`src/rtl/seq_det_pkg.sv`:
```
// Shared constants, width helper and config record for the parametrised
// serial pattern detector.
package seq_det_pkg;

    localparam int                  DEF_PAT_W       = 8;
    localparam int                  DEF_CNT_W       = 16;
    localparam logic [DEF_PAT_W-1:0] DEF_RST_PATTERN = 8'b0000_1010;
    localparam int                  DEF_RST_LEN     = 4;
    localparam logic                DEF_RST_OVERLAP = 1'b1;

    // Width needed to hold a pattern length in 0..pat_w.
    function automatic int len_w(input int pat_w);
        return $clog2(pat_w + 1);
    endfunction

    localparam int DEF_LEN_W = len_w(DEF_PAT_W);

    // Active detector configuration at the default geometry.
    typedef struct packed {
        logic [DEF_PAT_W-1:0] pat;
        logic [DEF_LEN_W-1:0] len;
        logic                 ovl;
    } seq_cfg_t;

endpackage

```
`src/rtl/seq_match_cnt.sv`:
```
// Saturating match counter with a sticky saturation flag; clear beats increment.
module seq_match_cnt #(
    parameter int CNT_W = 16
) (
    input  logic             clk,
    input  logic             rst_n,
    input  logic             inc,
    input  logic             clr,
    output logic [CNT_W-1:0] count,
    output logic             sat
);

    localparam logic [CNT_W-1:0] CNT_MAX = {CNT_W{1'b1}};

    logic [CNT_W-1:0] count_r;
    logic             sat_r;

    // Count matches, hold at all-ones, and flag the moment all-ones is reached.
    always_ff @(posedge clk or negedge rst_n) begin
        if (!rst_n) begin
            count_r <= {CNT_W{1'b0}};
            sat_r   <= 1'b0;
        end else if (clr) begin
            count_r <= {CNT_W{1'b0}};
            sat_r   <= 1'b0;
        end else if (inc && (count_r != CNT_MAX)) begin
            count_r <= count_r + {{(CNT_W-1){1'b0}}, 1'b1};
            sat_r   <= sat_r | (count_r == (CNT_MAX - {{(CNT_W-1){1'b0}}, 1'b1}));
        end else begin
            count_r <= count_r;
            sat_r   <= sat_r;
        end
    end

    assign count = count_r;
    assign sat   = sat_r;

endmodule

```
`src/rtl/seq_detect_param.sv`:
```
// Runtime-configurable serial pattern detector: shadow config, history
// shifter with fill tracking, masked compare and a saturating match counter.
module seq_detect_param
    import seq_det_pkg::*;
#(
    parameter int               PAT_W       = DEF_PAT_W,
    parameter int               CNT_W       = DEF_CNT_W,
    parameter logic [PAT_W-1:0] RST_PATTERN = PAT_W'(DEF_RST_PATTERN),
    parameter int               RST_LEN     = DEF_RST_LEN,
    parameter logic             RST_OVERLAP = DEF_RST_OVERLAP
) (
    input  logic                      clk,
    input  logic                      rst_n,
    input  logic                      i_valid,
    input  logic                      i_bit,
    input  logic                      cfg_load,
    input  logic [PAT_W-1:0]          cfg_pattern,
    input  logic [len_w(PAT_W)-1:0]   cfg_len,
    input  logic                      cfg_overlap,
    input  logic                      clr_count,
    output logic                      flag,
    output logic [CNT_W-1:0]          match_count,
    output logic                      count_sat
);

    localparam int             LW        = len_w(PAT_W);
    localparam logic [LW-1:0]  PAT_W_L   = LW'(PAT_W);
    localparam logic [LW-1:0]  RST_LEN_L = (RST_LEN > PAT_W) ? PAT_W_L : LW'(RST_LEN);

    logic [PAT_W-1:0] pat_r;
    logic [LW-1:0]    len_r;
    logic             ovl_r;
    logic [PAT_W-1:0] hist_r;
    logic [LW-1:0]    fill_r;
    logic             flag_r;

    logic [PAT_W-1:0] hist_next_s;
    logic [LW-1:0]    fill_inc_s;
    logic [PAT_W-1:0] mask_s;
    logic [LW-1:0]    len_clamped_s;
    logic             sample_s;
    logic             match_s;

    // Next history/fill after a sample, compare mask for the active length,
    // and the match decision. A load in the same cycle discards the bit.
    always_comb begin
        hist_next_s = {hist_r[PAT_W-2:0], i_bit};
        if (fill_r == PAT_W_L) begin
            fill_inc_s = fill_r;
        end else begin
            fill_inc_s = fill_r + {{(LW-1){1'b0}}, 1'b1};
        end
        mask_s = {PAT_W{1'b0}};
        for (int i = 0; i < PAT_W; i++) begin
            mask_s[i] = (LW'(i) < len_r);
        end
        if (cfg_len > PAT_W_L) begin
            len_clamped_s = PAT_W_L;
        end else begin
            len_clamped_s = cfg_len;
        end
        sample_s = i_valid & ~cfg_load;
        match_s  = sample_s
                 && (len_r != {LW{1'b0}})
                 && (fill_inc_s >= len_r)
                 && (((hist_next_s ^ pat_r) & mask_s) == {PAT_W{1'b0}});
    end

    // Config shadow, history shifter, fill tracking and registered match pulse.
    always_ff @(posedge clk or negedge rst_n) begin
        if (!rst_n) begin
            pat_r  <= RST_PATTERN;
            len_r  <= RST_LEN_L;
            ovl_r  <= RST_OVERLAP;
            hist_r <= {PAT_W{1'b0}};
            fill_r <= {LW{1'b0}};
            flag_r <= 1'b0;
        end else if (cfg_load) begin
            pat_r  <= cfg_pattern;
            len_r  <= len_clamped_s;
            ovl_r  <= cfg_overlap;
            hist_r <= {PAT_W{1'b0}};
            fill_r <= {LW{1'b0}};
            flag_r <= 1'b0;
        end else if (i_valid) begin
            hist_r <= hist_next_s;
            flag_r <= match_s;
            if (match_s && !ovl_r) begin
                fill_r <= {LW{1'b0}};
            end else begin
                fill_r <= fill_inc_s;
            end
        end else begin
            flag_r <= 1'b0;
        end
    end

    seq_match_cnt #(
        .CNT_W (CNT_W)
    ) u_cnt (
        .clk   (clk),
        .rst_n (rst_n),
        .inc   (match_s),
        .clr   (clr_count),
        .count (match_count),
        .sat   (count_sat)
    );

    assign flag = flag_r;

endmodule

```
`config.mk`:
```
export PLATFORM = sky130hd
export DESIGN_NAME = seq_detect_param
export DESIGN_NICKNAME = d
export VERILOG_FILES = /design/src/rtl/seq_det_pkg.sv /design/src/rtl/seq_match_cnt.sv /design/src/rtl/seq_detect_param.sv
export SDC_FILE = /design/constraint.sdc
export NUM_CORES = 1
export LEC_CHECK = 0
export BUFFER_PORTS_ARGS = -buffer_cell sky130_fd_sc_hd__buf_2
export CORE_MARGIN = 2
export CORE_UTILIZATION = 45
export DETAILED_ROUTE_END_ITERATION = 16
export HOLD_SLACK_MARGIN = 0.06
export PLACE_DENSITY = 0.73
export SLEW_MARGIN = 20
export SYNTH_ARGS = -nofsm -noshare
export SYNTH_HDL_FRONTEND = slang
export SYNTH_HIERARCHICAL = 1
export SYNTH_SLANG_ARGS = --single-unit
```
`constraint.sdc`:
```
create_clock -name clk -period 5.9 [get_ports clk]
set_input_delay 0.59 -clock clk [delete_from_list [all_inputs] [get_ports clk]]
set_output_delay 0.59 -clock clk [all_outputs]
set_load 0.005 [all_outputs]
```
== After elaboration in Yosys (flattened, before gate mapping) ==
Index checks and enable logic that the tools add are counted.

* Register bits: 42
* Logic and storage cells: 51
* Bits of input ports: 19

* $add $sub $neg: 2
* Mux-type cells: 13
* Order comparisons: 10
* Reduce and logical (&&, ||, !) cells: 10
* Bitwise logic cells: 5
* Eq/ne operators: 3

{| class="wikitable"
|+ Operators with widths
! operator !! number
|-
| $mux W16 || 2
|-
| $mux W4 || 5
|-
| $add A16 B1 Y16 const B || 1
|-
| $eq A16 B16 Y1 const B || 1
|-
| $lt A3 B4 Y1 const A || 4
|-
| $ne A16 B16 Y1 const B || 1
|-
| $mux W7 || 2
|-
| $and A8 B8 Y8 || 1
|-
| $logic_not A8 Y1 || 1
|-
| $lt A1 B4 Y1 const A || 2
|-
| $lt A2 B4 Y1 const A || 2
|-
| $xor A8 B8 Y8 || 1
|-
| $logic_and A1 B1 Y1 || 5
|-
| $add A4 B1 Y4 const B || 1
|-
| $eq A4 B4 Y1 const B || 1
|-
| $ge A4 B4 Y1 || 1
|-
| $gt A4 B4 Y1 const B || 1
|-
| $mux W1 || 4
|-
| $reduce_bool A2 Y1 || 2
|-
| $reduce_bool A4 Y1 || 1
|-
| $and A1 B1 Y1 || 1
|-
| $logic_not A1 Y1 || 1
|-
| $not A1 Y1 || 1
|-
| $or A1 B1 Y1 || 1
|}

== Depth between registers and ports, before layout ==
* Depth in word-level cells: 9
* Depth in mapped cells: 15

== By module ==
Netlist, hierarchy kept.

{| class="wikitable"
|+ Modules (own cells, without submodules)
! module !! instances !! cells each !! area an instance (um^2)
|-
| seq_detect_param || 1 || 126 || 1,343.8
|-
| seq_match_cnt || 1 || 108 || 1,001.0
|}

== Worst setup path after synthesis ==
OpenSTA, ideal clock, no wires.

* Path type: reg2reg
* Start point: register fill_r[0]
* End point: register u_cnt.count_r[13], in the netlist u_cnt/count[13]
* Data arrival time: 3,339 ps
* Setup time: 78 ps
* Required time: 5,822 ps
* Stages on the path, launching flop included: 15
* Clock period less this slack: 3,417 ps
* Setup slack: 2,483 ps
* Cells stage by stage: dfrtp_1 > inv_1 > ha_1 > a21bo_2 > mux2i_1 > ha_1 > o21ai_0 > a222oi_1 > or4b_4 > a21oi_1 > and4_1 > buf_4 > nand4_4 > or3_1 > a21oi_1

* Cells in the longest elaborated chain, start to end: 7

{| class="wikitable"
|+ Ends and longest elaborated chain
! item !! line !! source
|-
| start, declared || seq_detect_param.sv:34 || <nowiki>logic [LW-1:0] fill_r;</nowiki>
|-
| start signal, assigned || seq_detect_param.sv:76 || <nowiki>fill_r <= {LW{1'b0}};</nowiki>
|-
| start signal, assigned || seq_detect_param.sv:83 || <nowiki>fill_r <= {LW{1'b0}};</nowiki>
|-
| start signal, assigned || seq_detect_param.sv:89 || <nowiki>fill_r <= {LW{1'b0}};</nowiki>
|-
| $add A4 B1 Y4 or $eq A4 B4 Y1 (tied branches) || seq_detect_param.sv:51, seq_detect_param.sv:48 ||
|-
| $mux W4 (*) || seq_detect_param.sv:48 || <nowiki>if (fill_r == PAT_W_L) begin</nowiki>
|-
| $ge A4 B4 Y1 (*) || seq_detect_param.sv:65 || <nowiki>&& (fill_inc_s >= len_r)</nowiki>
|-
| $logic_and A1 B1 Y1 (*) || seq_detect_param.sv:65 ||
|-
| $logic_and A1 B1 Y1 (*) || seq_detect_param.sv:66 || <nowiki>&& (((hist_next_s ^ pat_r) & mask_s) == {PAT_W{1'b0}});</nowiki>
|-
| named net match_s || seq_detect_param.sv:42 || <nowiki>logic match_s;</nowiki>
|-
| $logic_and A1 B1 Y1 (*) || seq_match_cnt.sv:26 || <nowiki>end else if (inc && (count_r != CNT_MAX)) begin</nowiki>
|-
| $reduce_bool A2 Y1 (no line) (*) || -- ||
|-
| end signal, assigned || seq_match_cnt.sv:24 || <nowiki>count_r <= {CNT_W{1'b0}};</nowiki>
|-
| end signal, assigned || seq_match_cnt.sv:27 || <nowiki>count_r <= count_r + {{(CNT_W-1){1'b0}}, 1'b1};</nowiki>
|-
| end signal, assigned || seq_match_cnt.sv:30 || <nowiki>count_r <= count_r;</nowiki>
|-
| end, declared || seq_match_cnt.sv:15 || <nowiki>logic [CNT_W-1:0] count_r;</nowiki>
|}

The timed path passes the listed nets; every way through them passes the cells marked *.
A chain may end at the register's enable or synchronous reset.

== Final worst setup path ==
Ends and elaborated chain as after synthesis.

==> impl_metrics.toml <==
[worst_setup_path]
reg2reg_from = "fill_r[0]"
slowest_stage = "or4b_4"
cp.required_ns = 6.13
critPathCaptureType = "flip-flop"
crit_path_max_fanout = 7
arrival_ns = 4.15
crit_type = "flip-flop to flip-flop"
max_stage_delay_ns = 0.54
startpoint_type = "flip-flop"
critPathLaunch = "fill_r[0]"
crit_chain = "inv_1 > ha_1 > a21bo_2 > mux2i_1 > ha_1 > o21ai_0 > a222oi_1 > or4b_4 > a21oi_1 > and4_1 > nand4_4 > or3_1 > a21oi_1"

[clock_tree]
cts_tree = "done"
root_buffer = "clkbuf_8"
clock-sinks = 42
cts-buffers-inserted = 5
hold_buffers = 0
postCtsSetupBuffers = 0
clk_pin_slew_ns = 0.09
h-tree-depth = 2
ctsResizeCount = 0
clock_latency_ns = 0.30
clockBufferDepth = 2

[routing]
viasPerCell = 5.65
wl_mm = 4.98
drt_pre_antenna_iters = 5
drc = 0
routedWlPerCell_microns = 14.6
ant_nets = 0
drt_iter0_markers = 80
via_count = 1921

[logic_synthesis]
synth_top_cell_area_share = 0.406
synth_compound_area_frac = 0.125
ys_ff_latch = 42
ys_warn_count = 6
synth_top_family_by_area = "simple AND/OR/NAND/NOR gates"
synth.avg_cell_area_sq_um = 10.0
synth_cell_type_count = 49
synthXorXnorAreaFrac = 0.0374
synth_area_leader_cell = "dfrtp_1"
synthesis.nets = 261
synthCells = 234
syn_area_sq_um = 2340
synth_mux_area_frac = 0.100
async_flop_share = 1.00
yosys.area_share.adder = 0.0427
synth_edf_count = 0
ys.flop_type = "dfrtp_1"
yosysSeqAreaShare = 0.450
synth_simple_gate_area_share = 0.213
yosys-top-cells-area = "dfrtp_1 (41%), mux2_2 (5.3%), dfstp_2 (4.5%)"

[pwr]
p_per_area_nw_per_um2 = 220
p_leak_nw = 1.25
max-vdd-ir-drop_mv = 0.166

[status]
status = "finished clean"

[layout]
instances_no_fill = 340
utilization = 0.525
final_layout_size_suffix_gt1_frac = 0.248
fillers = 486
multiInputGateArea_sq_um = 1210
area_delta_synth_final_pct = 13.7
n_antenna_cell = 0
fin_nets = 296
final_cell_mix = "dfrtp_1 (38), buf_2 (36), nor2_1 (27), nand2_1 (13), nand3_1 (12)"
final_common_cell = "dfrtp_1"
register_area_sq_um = 1060

[sta]
finalClockSkew_ns = 0.00362
layout_setup_ws_ns = 1.98
rsz0062_at_grt = "no"
slew_headroom = 0.381
slew_violations = 0
setup_violations = 0
timing.final.crit_share = 0.664
hold_violations = 0
period_needed_ns = 3.92
tightestPinTransition_ns = 0.928
max_freq_mhz = 255
worst_hold_slack_ns = 0.424
tns_ns = 0

[floorplanning]
core-area_sq_um = 5070
ios = 37
die-area_sq_um = 5800
die_h_microns = 76.2
num_rows = 26
die_w_microns = 76.2
initial_core_util = 0.462

[global_routing]
antenna_found_initial = 0
grt_pass1_wl_mm = 8.66
globalRouteOverflowTotal = 0
grt_max_degree = 43
grt_usage = 0.182
grt_pass1_vias = 1823

[place]
placedCellCount = 332
dp_hpwl_mm = 3.59
gp_congestion = 0.852
dp_slack_ns = 2.04
port_buffers = 36

[worst_hold_path]
hold_class = "input port to async pin"

[flow_run]
maxCapViolCount = 0
layout make-up:
cell class              count  share of cell area
clock buffers               5              0.0258
clock inverters             3             0.00798
inverters                  10              0.0141
multi-input cells         174               0.456
flip-flops and latches     42               0.396
well taps                  70              0.0328
repair buffers             36              0.0676
path summary, 6_finish.rpt:
kind | end | slack, ns | depth (start not counted)
setup / recovery | u_cnt/count[13] | 1.98 | 13
min in group clk | len_r[2] | 0.48 | 2
hold reg to reg | u_cnt/sat | 0.51 | 2
max in group asynchronous | u_cnt/count[11] | 4.90 | 1
hold / removal | hist_r[6] | 0.42 | 1
setup reg to reg | u_cnt/count[13] | 1.98 | 13
cells by family (layout without fill, tap and decap cells):
| logic type | after synthesis | count (layout) |
|---|---|---|
| AND/OR/NAND/NOR | 89 | 89 |
| flip-flops | 42 | 42 |
| AO/OA/AOI/OAI | 45 | 45 |
| XOR/XNOR | 10 | 10 |
| multiplexers | 22 | 22 |
| adder cells (fa/ha/maj) | 8 | 8 |
| buffers and inverters | 18 | 54 |
state kept, by name (all words and copies together), names as in the netlist:
name         flops
flag             1
u_cnt/count     16
fill_r           4
ovl_r            1
pat_r            8
u_cnt/sat        1
len_r            4
hist_r           7
stage by stage:
stage	total power, W	cell area [sq um]
3_3_place_gp	0.000395	2580
3_5_place_dp	0.000399	2580
4_1_cts	0.000592	2670
6_report	0.000586	2670
5_1_grt	0.000616	2670
2_1_floorplan	0.000372	2340
power breakdown:
part | internal [W] | total [W] | switching, W
Sequential | 0.000302 | 0.000315 | 0.0000125
Combinational | 0.0000357 | 0.0000788 | 0.0000430
Clock | 0.0000833 | 0.000192 | 0.000109
synthesized netlist by cell type (2+ instances only):
cell type  instances
dfrtp_1           38
nor2_1            27
nand2_1           13
nand3_1           12
a21oi_1           11
mux2_2            11
inv_1             10
mux2i_1           10
ha_1               8
o21ai_0            7
xnor2_1            7
or3_1              6
a31oi_1            5
nand4_1            5
nor2b_1            5
dfstp_2            4
nor3_1             4
o22ai_1            4
and3_1             3
and4_1             3
clkbuf_1           3
nor4_1             3
o21ai_1            3
xor2_1             3
a211oi_1           2
buf_1              2
buf_2              2
nand4_2            2
per-layer routing:
layer / track usage / wire, microns
met1: 0.240 / 2330
met2: 0.301 / 2360
met3: 0.0344 / 222
met4: 0.0673 / 70
met5: 0 / 0
critical path, delay by kind of cell (launching register included):
| family | cells | cell delay [ns] |
|---|---|---|
| buffers and inverters | 1 | 0.08 |
| adders and majority gates | 2 | 0.46 |
| AOI/OAI and AO/OA | 5 | 1.09 |
| DFF | 1 | 0.39 |
| muxes | 1 | 0.32 |
| and+or+nand+nor | 4 | 1.52 |
(Power assumes the default switching activity.)
